## config.mk

```make
export PLATFORM = sky130hd
export DESIGN_NAME = ps2_transmitter
export DESIGN_NICKNAME = d
export VERILOG_FILES = /design/src/rtl/ps2_transmitter.sv
export SDC_FILE = /design/constraint.sdc
export NUM_CORES = 1
export LEC_CHECK = 0
export CORE_ASPECT_RATIO = 1.2
export CORE_MARGIN = 2
export CORE_UTILIZATION = 50
export CTS_CLUSTER_DIAMETER = 30
export CTS_CLUSTER_SIZE = 8
export DETAILED_ROUTE_END_ITERATION = 12
export PLACE_DENSITY_LB_ADDON = 0.15
export SLEW_MARGIN = 10
export SYNTH_ARGS = -nofsm -noshare
export SYNTH_HDL_FRONTEND = slang
export SYNTH_SLANG_ARGS = --single-unit
```

## constraint.sdc

```tcl
create_clock -name i_clk -period 2.4 [get_ports i_clk]
set_clock_uncertainty 0.05 [all_clocks]
set_input_delay 0.36 -clock i_clk [delete_from_list [all_inputs] [get_ports i_clk]]
set_output_delay 0.36 -clock i_clk [all_outputs]
set_load 0.01 [all_outputs]
```

## src/rtl/ps2_transmitter.sv

```systemverilog
// Host-to-device PS/2 transmitter: inhibit, start bit, 8 data LSB-first, odd parity, stop, ack sample.
// Latency: INHIBIT_CYCLES of clock inhibit, then one bit per device clock; done/error one edge after the 11th fall.
// Backpressure: send_req is accepted only in IDLE; requests while busy are dropped, not queued.
module ps2_transmitter #(
    parameter int INHIBIT_CYCLES = 6000,
    parameter int TIMEOUT_CYCLES = 1000000
) (
    input  logic       i_clk,
    input  logic       i_reset,
    input  logic       i_ps2_clk,
    input  logic       i_ps2_data,
    input  logic [7:0] i_send_data,
    input  logic       i_send_req,
    output logic       o_busy,
    output logic       o_send_done,
    output logic       o_send_error,
    output logic       o_ps2_clk_drive_low,
    output logic       o_ps2_data_drive_low
);

    // One counter serves both the inhibit interval and the frame timeout.
    localparam int CW = $clog2(TIMEOUT_CYCLES + 1);
    localparam logic [CW-1:0] INH_LAST = CW'(INHIBIT_CYCLES - 1);
    localparam logic [CW-1:0] TO_LAST  = CW'(TIMEOUT_CYCLES - 1);

    typedef enum logic [2:0] {
        S_IDLE,
        S_INHIBIT,
        S_START,
        S_SHIFT,
        S_WAIT_IDLE
    } state_t;

    state_t          r_state;
    state_t          w_next_state;

    logic            r_clk_meta;
    logic            r_clk_sync;
    logic            r_clk_prev;
    logic            r_dat_meta;
    logic            r_dat_sync;
    logic            w_fall;

    // Frame is consumed as a shift register: bit 0 is always the bit on the wire.
    logic [9:0]      r_frame;
    logic [3:0]      r_bitcnt;
    logic [CW-1:0]   r_cnt;
    logic            r_done;
    logic            r_error;

    logic            w_timeout;
    logic            w_last_fall;

    assign w_fall      = r_clk_prev & ~r_clk_sync;
    assign w_timeout   = ((r_state == S_START) || (r_state == S_SHIFT)) && (r_cnt == TO_LAST);
    assign w_last_fall = (r_state == S_SHIFT) && w_fall && (r_bitcnt == 4'd10);

    assign o_send_done  = r_done;
    assign o_send_error = r_error;

    // Two-flop synchronisers for the bus pins plus a delayed clock copy for fall detection.
    always_ff @(posedge i_clk) begin
        if (i_reset) begin
            r_clk_meta <= 1'b1;
            r_clk_sync <= 1'b1;
            r_clk_prev <= 1'b1;
            r_dat_meta <= 1'b1;
            r_dat_sync <= 1'b1;
        end else begin
            r_clk_meta <= i_ps2_clk;
            r_clk_sync <= r_clk_meta;
            r_clk_prev <= r_clk_sync;
            r_dat_meta <= i_ps2_data;
            r_dat_sync <= r_dat_meta;
        end
    end

    // State register.
    always_ff @(posedge i_clk) begin
        if (i_reset) begin
            r_state <= S_IDLE;
        end else begin
            r_state <= w_next_state;
        end
    end

    // Next-state and pin drive decode; outputs are pure functions of state so reset clears them at once.
    always_comb begin
        w_next_state         = r_state;
        o_busy               = 1'b1;
        o_ps2_clk_drive_low  = 1'b0;
        o_ps2_data_drive_low = 1'b0;
        case (r_state)
            S_IDLE: begin
                o_busy = 1'b0;
                if (i_send_req) begin
                    w_next_state = S_INHIBIT;
                end
            end
            S_INHIBIT: begin
                o_ps2_clk_drive_low = 1'b1;
                if (r_cnt == INH_LAST) begin
                    w_next_state = S_START;
                end
            end
            S_START: begin
                o_ps2_data_drive_low = 1'b1;
                if (w_timeout) begin
                    w_next_state = S_WAIT_IDLE;
                end else if (w_fall) begin
                    w_next_state = S_SHIFT;
                end
            end
            S_SHIFT: begin
                o_ps2_data_drive_low = ~r_frame[0];
                if (w_timeout || w_last_fall) begin
                    w_next_state = S_WAIT_IDLE;
                end
            end
            S_WAIT_IDLE: begin
                if (r_clk_sync && r_dat_sync) begin
                    w_next_state = S_IDLE;
                end
            end
            default: begin
                w_next_state = S_IDLE;
            end
        endcase
    end

    // Frame latch, bit shifting, inhibit/timeout counting and the done/error pulses.
    always_ff @(posedge i_clk) begin
        if (i_reset) begin
            r_frame  <= '0;
            r_bitcnt <= '0;
            r_cnt    <= '0;
            r_done   <= 1'b0;
            r_error  <= 1'b0;
        end else begin
            r_done  <= 1'b0;
            r_error <= 1'b0;
            case (r_state)
                S_IDLE: begin
                    if (i_send_req) begin
                        r_frame  <= {1'b1, ~^i_send_data, i_send_data};
                        r_bitcnt <= '0;
                        r_cnt    <= '0;
                    end
                end
                S_INHIBIT: begin
                    if (r_cnt == INH_LAST) begin
                        r_cnt <= '0;
                    end else begin
                        r_cnt <= r_cnt + CW'(1);
                    end
                end
                S_START: begin
                    if (w_timeout) begin
                        r_error <= 1'b1;
                    end else begin
                        r_cnt <= r_cnt + CW'(1);
                        if (w_fall) begin
                            r_bitcnt <= 4'd1;
                        end
                    end
                end
                S_SHIFT: begin
                    if (w_timeout) begin
                        r_error <= 1'b1;
                    end else begin
                        r_cnt <= r_cnt + CW'(1);
                        if (w_fall) begin
                            if (r_bitcnt == 4'd10) begin
                                r_done  <= ~r_dat_sync;
                                r_error <= r_dat_sync;
                            end else begin
                                r_frame  <= {1'b1, r_frame[9:1]};
                                r_bitcnt <= r_bitcnt + 4'd1;
                            end
                        end
                    end
                end
                default: begin
                end
            endcase
        end
    end

endmodule

```

==> results by group <==
Worst setup path
  • Critical Path AT: 2.34 ns
  • Crit path required time: 2.55 ns
  • Setup Crit Path Kind: reg2reg
  • Crit end category: register
  • Worst setup SP type: register
  • Register-to-register setup slack: just over 0.2 ns
  • Crit-path max FO: 5

Global route
  • GR peak layer: met2
  • Antenna violations before repair: 0
  • Met3 global-route usage: 4.391%
  • GR Overflow Total: 0
  • First-pass GRT wire length: 8.404 mm
  • Vias in the first global route: 1906
  • Largest net degree at the start of global routing: 19
  • Met1 usage: between 20% and 30%
  • Met2 Usage GRT: 33.60%
  • GRT Overall Usage: just over 20%

Floorplan
  • I/O Pins: 18
  • FP Rows: 27
  • Die Width: approximately 67 microns
  • Initial core utilization: 51.74%
  • Core Area: 4561 sq um
  • Die area: around 5300 sq um
  • Die Ht: 79.26 microns

Run
  • Max-cap violations: 0

Yosys
  • Yosys warns: 0
  • XOR/XNOR share of the synthesized area: 7.052%
  • Synth cell types: 55
  • Synth Area in Compound Gates: between 10% and 20%
  • Mapped Area: 2360 sq um
  • Flops & latches, synth: 44
  • Seq/Total Area, Yosys: 37.33%
  • Post-synth ARST share: 0%
  • Avg Cell Area, Syn: 9.041 sq um
  • Post-Synth Adder-Cell Area: 1.591%
  • Largest family of logic cells by synthesized area: simple AND/OR/NAND/NOR gates
  • EDFF count, synth: 0
  • Mapped Cells: 261
  • Top FF cell, synth: dfxtp_1
  • Mux contribution to synthesized area: under 10%
  • Post-Synth Simple-Gate Area: 27.25%
  • Syn Nets: about 280

CTS
  • Hold Buf Count CTS: 0
  • CTS buffer count: 5
  • Clock transition at path regs: ~0.090 ns
  • Clock tree buffer depth: 2
  • Post-CTS setup buffer count: 0
  • H-Tree Depth: 2
  • Clock sinks: 44
  • Root Buffer: clkbuf_8
  • Resize count post-CTS: 0
  • TritonCTS clock tree: done
  • Worst-Skew Late Latency: 0.30 ns

Final layout
  • N_diodes: 0
  • Multi-input gate area: 1373 sq um
  • Layout Cells excl Fill: 339
  • Filler cell count: 402
  • Final non-filler cell area: roughly 2700 sq um
  • Nets: 296
  • Share of cells above drive strength 1: 14.23%
  • Area Overhead vs Synth: 15.80%
  • Seq. cell area: slightly below 900 sq um

Placed design
  • Final GP Congestion: 0.8388
  • IO Port Bufs: 17
  • Placed insts: 331
  • Final HPWL DP: 3.418 mm
  • Placed Area: 2618 sq um

Timing
  • Slew of the pin with the lowest slew margin: 0.6670 ns
  • Post-route clock period utilization: between 90% and 100%
  • Final min period: between 2 and 2.5 ns
  • Fin Setup TNS: 0 ns
  • Setup-failing EPs final: 0
  • Slew margin rel.: 55.39%
  • Max Slew Vio Count: 0
  • Unrepaired setup endpoints after global routing: no
  • Fmax achieved: 455.9 MHz
  • Final Hold Vio Count: 0

Outcome
  • Status: complete, no violations

Detailed routing
  • Pre-antenna DRT Iters: 6
  • Drt wl/cell: 14.48 microns
  • Via density: 5.817
  • Via count: 1972
  • Post-Route WL: roughly 4.9 mm
  • Drc violations: 0
  • ANT nets after route: 0
  • DRT iter0 DRCs: around 110

Hold path
  • HP Class: reg2reg

Power and ir drop
  • Leak: between 0.9 and 1 nW
  • Pwr Density: 745.8 nW/um^2
  • Max VDD drop: 0.0004605 V
## report_power, final
group	internal (mW)	total [mW]	switching, mW
clock network	0.314	0.586	0.272
logic	0.275	0.588	0.313
registers	0.805	0.864	0.0593
## worst max-delay path, stage by stage, from the launching register on
cell	delay [ns]
dfxtp_1	0.42
or4b_1	0.48
or2_4	0.29
nor4_4	0.36
o21bai_2	0.18
mux2_4	0.31
## logic make-up after synthesis
| group | after synthesis |
|---|---|
| AO/OA/AOI/OAI | 49 |
| XOR/XNOR | 19 |
| adder cells (fa/ha/maj) | 3 |
| buffers and inverters | 23 |
| flip-flops | 44 |
| multiplexers | 12 |
| AND/OR/NAND/NOR | 111 |
## final timing paths
path	startpoint	endpoint	cells after the start
worst max-delay path	r_cnt[9]$_SDFFE_PP0P_	r_bitcnt[1]$_SDFFE_PP0P_	5
worst min-delay path	r_dat_meta$_SDFF_PP1_	r_dat_sync$_SDFF_PP1_	1
worst max register to register	r_cnt[9]$_SDFFE_PP0P_	r_bitcnt[1]$_SDFFE_PP0P_	5
worst min register to register	r_dat_meta$_SDFF_PP1_	r_dat_sync$_SDFF_PP1_	1
## per-layer routing
metal  wire length [microns]  vias up  share of wire (%)
met3                     173        8                3.5
met2                    2327       37                 47
met5                       0        -                  0
li1                        -      997                  -
met4                      78        0                1.6
met1                    2328      930                 47
## cell usage after synthesis (all sizes together) (2+ instances only)
cell type  number  share of area, %
nand2           9               1.4
o31ai           4               1.3
nand3b          3              0.95
a21oi          13               2.8
or4             5               1.6
dfxtp          44                37
o21ai           5               1.2
mux2            2               1.1
and3            2              0.53
nor3b           2              0.64
a2111oi         2              0.74
or2             8               2.2
nor3           22               4.7
a211o           2              0.74
buf             5               1.6
and4            4               1.5
nor4            7               2.5
nor2           23               3.7
nand2b          3              0.80
nor2b           2              0.53
ha              3               1.6
nor4b           2               1.4
clkbuf         11               1.7
mux2i          10               4.2
nand3          10               2.1
nand4           2              0.53
or3             3              0.80
inv             7               1.1
a211oi         11               5.4
xnor2          19               7.1
o21a            3              0.95
## through the flow
| step | utilization, % | total power, mW | hold slack (ns) | setup WS [ns] |
|---|---|---|---|---|
| 2_1_floorplan | - | 1.296 | 0.3395 | 0.3426 |
| 3_3_place_gp | 57.39 | 1.461 | 0.3594 | 0.2331 |
| 3_5_place_dp | 57.39 | 1.472 | 0.3568 | 0.2106 |
| 4_1_cts | 59.92 | 2.056 | 0.3792 | 0.1892 |
| 5_1_grt | 59.92 | 2.152 | 0.3895 | 0.06438 |
| 6_report | 59.92 | 2.038 | 0.3770 | 0.2068 |
## area by class of cell
class | count | area share (%)
inverter | 7 | 0.9615
tap | 58 | 2.656
clock buffer | 5 | 2.518
multi-input combinational | 194 | 50.23
timing repair buffer | 28 | 9.707
sequential | 44 | 32.23
clock inverter | 3 | 1.694
## sequential cells by signal (all words and copies together), names as in the netlist, 3 cells and up
register,count
r_cnt,20
r_bitcnt,4
r_frame,10
r_state,3
## cells in the final DEF, fill, tap and decap left out, types with 3 or more instances in the layout
cell type,instances
o21ai_1,3
a211oi_2,9
clkbuf_8,5
nand2b_1,3
o21a_1,3
nor3_1,22
buf_4,10
and4_1,4
nand3_1,10
nor4_1,6
nand2_1,9
clkdlybuf4s50_1,17
or2_2,5
nand3b_1,3
nor2_1,23
or3_1,3
inv_1,7
or4_1,5
a21oi_1,13
mux2i_1,10
ha_1,3
xnor2_1,19
o31ai_1,4
dfxtp_1,44
No activity file was read; power rests on OpenSTA's default activity.
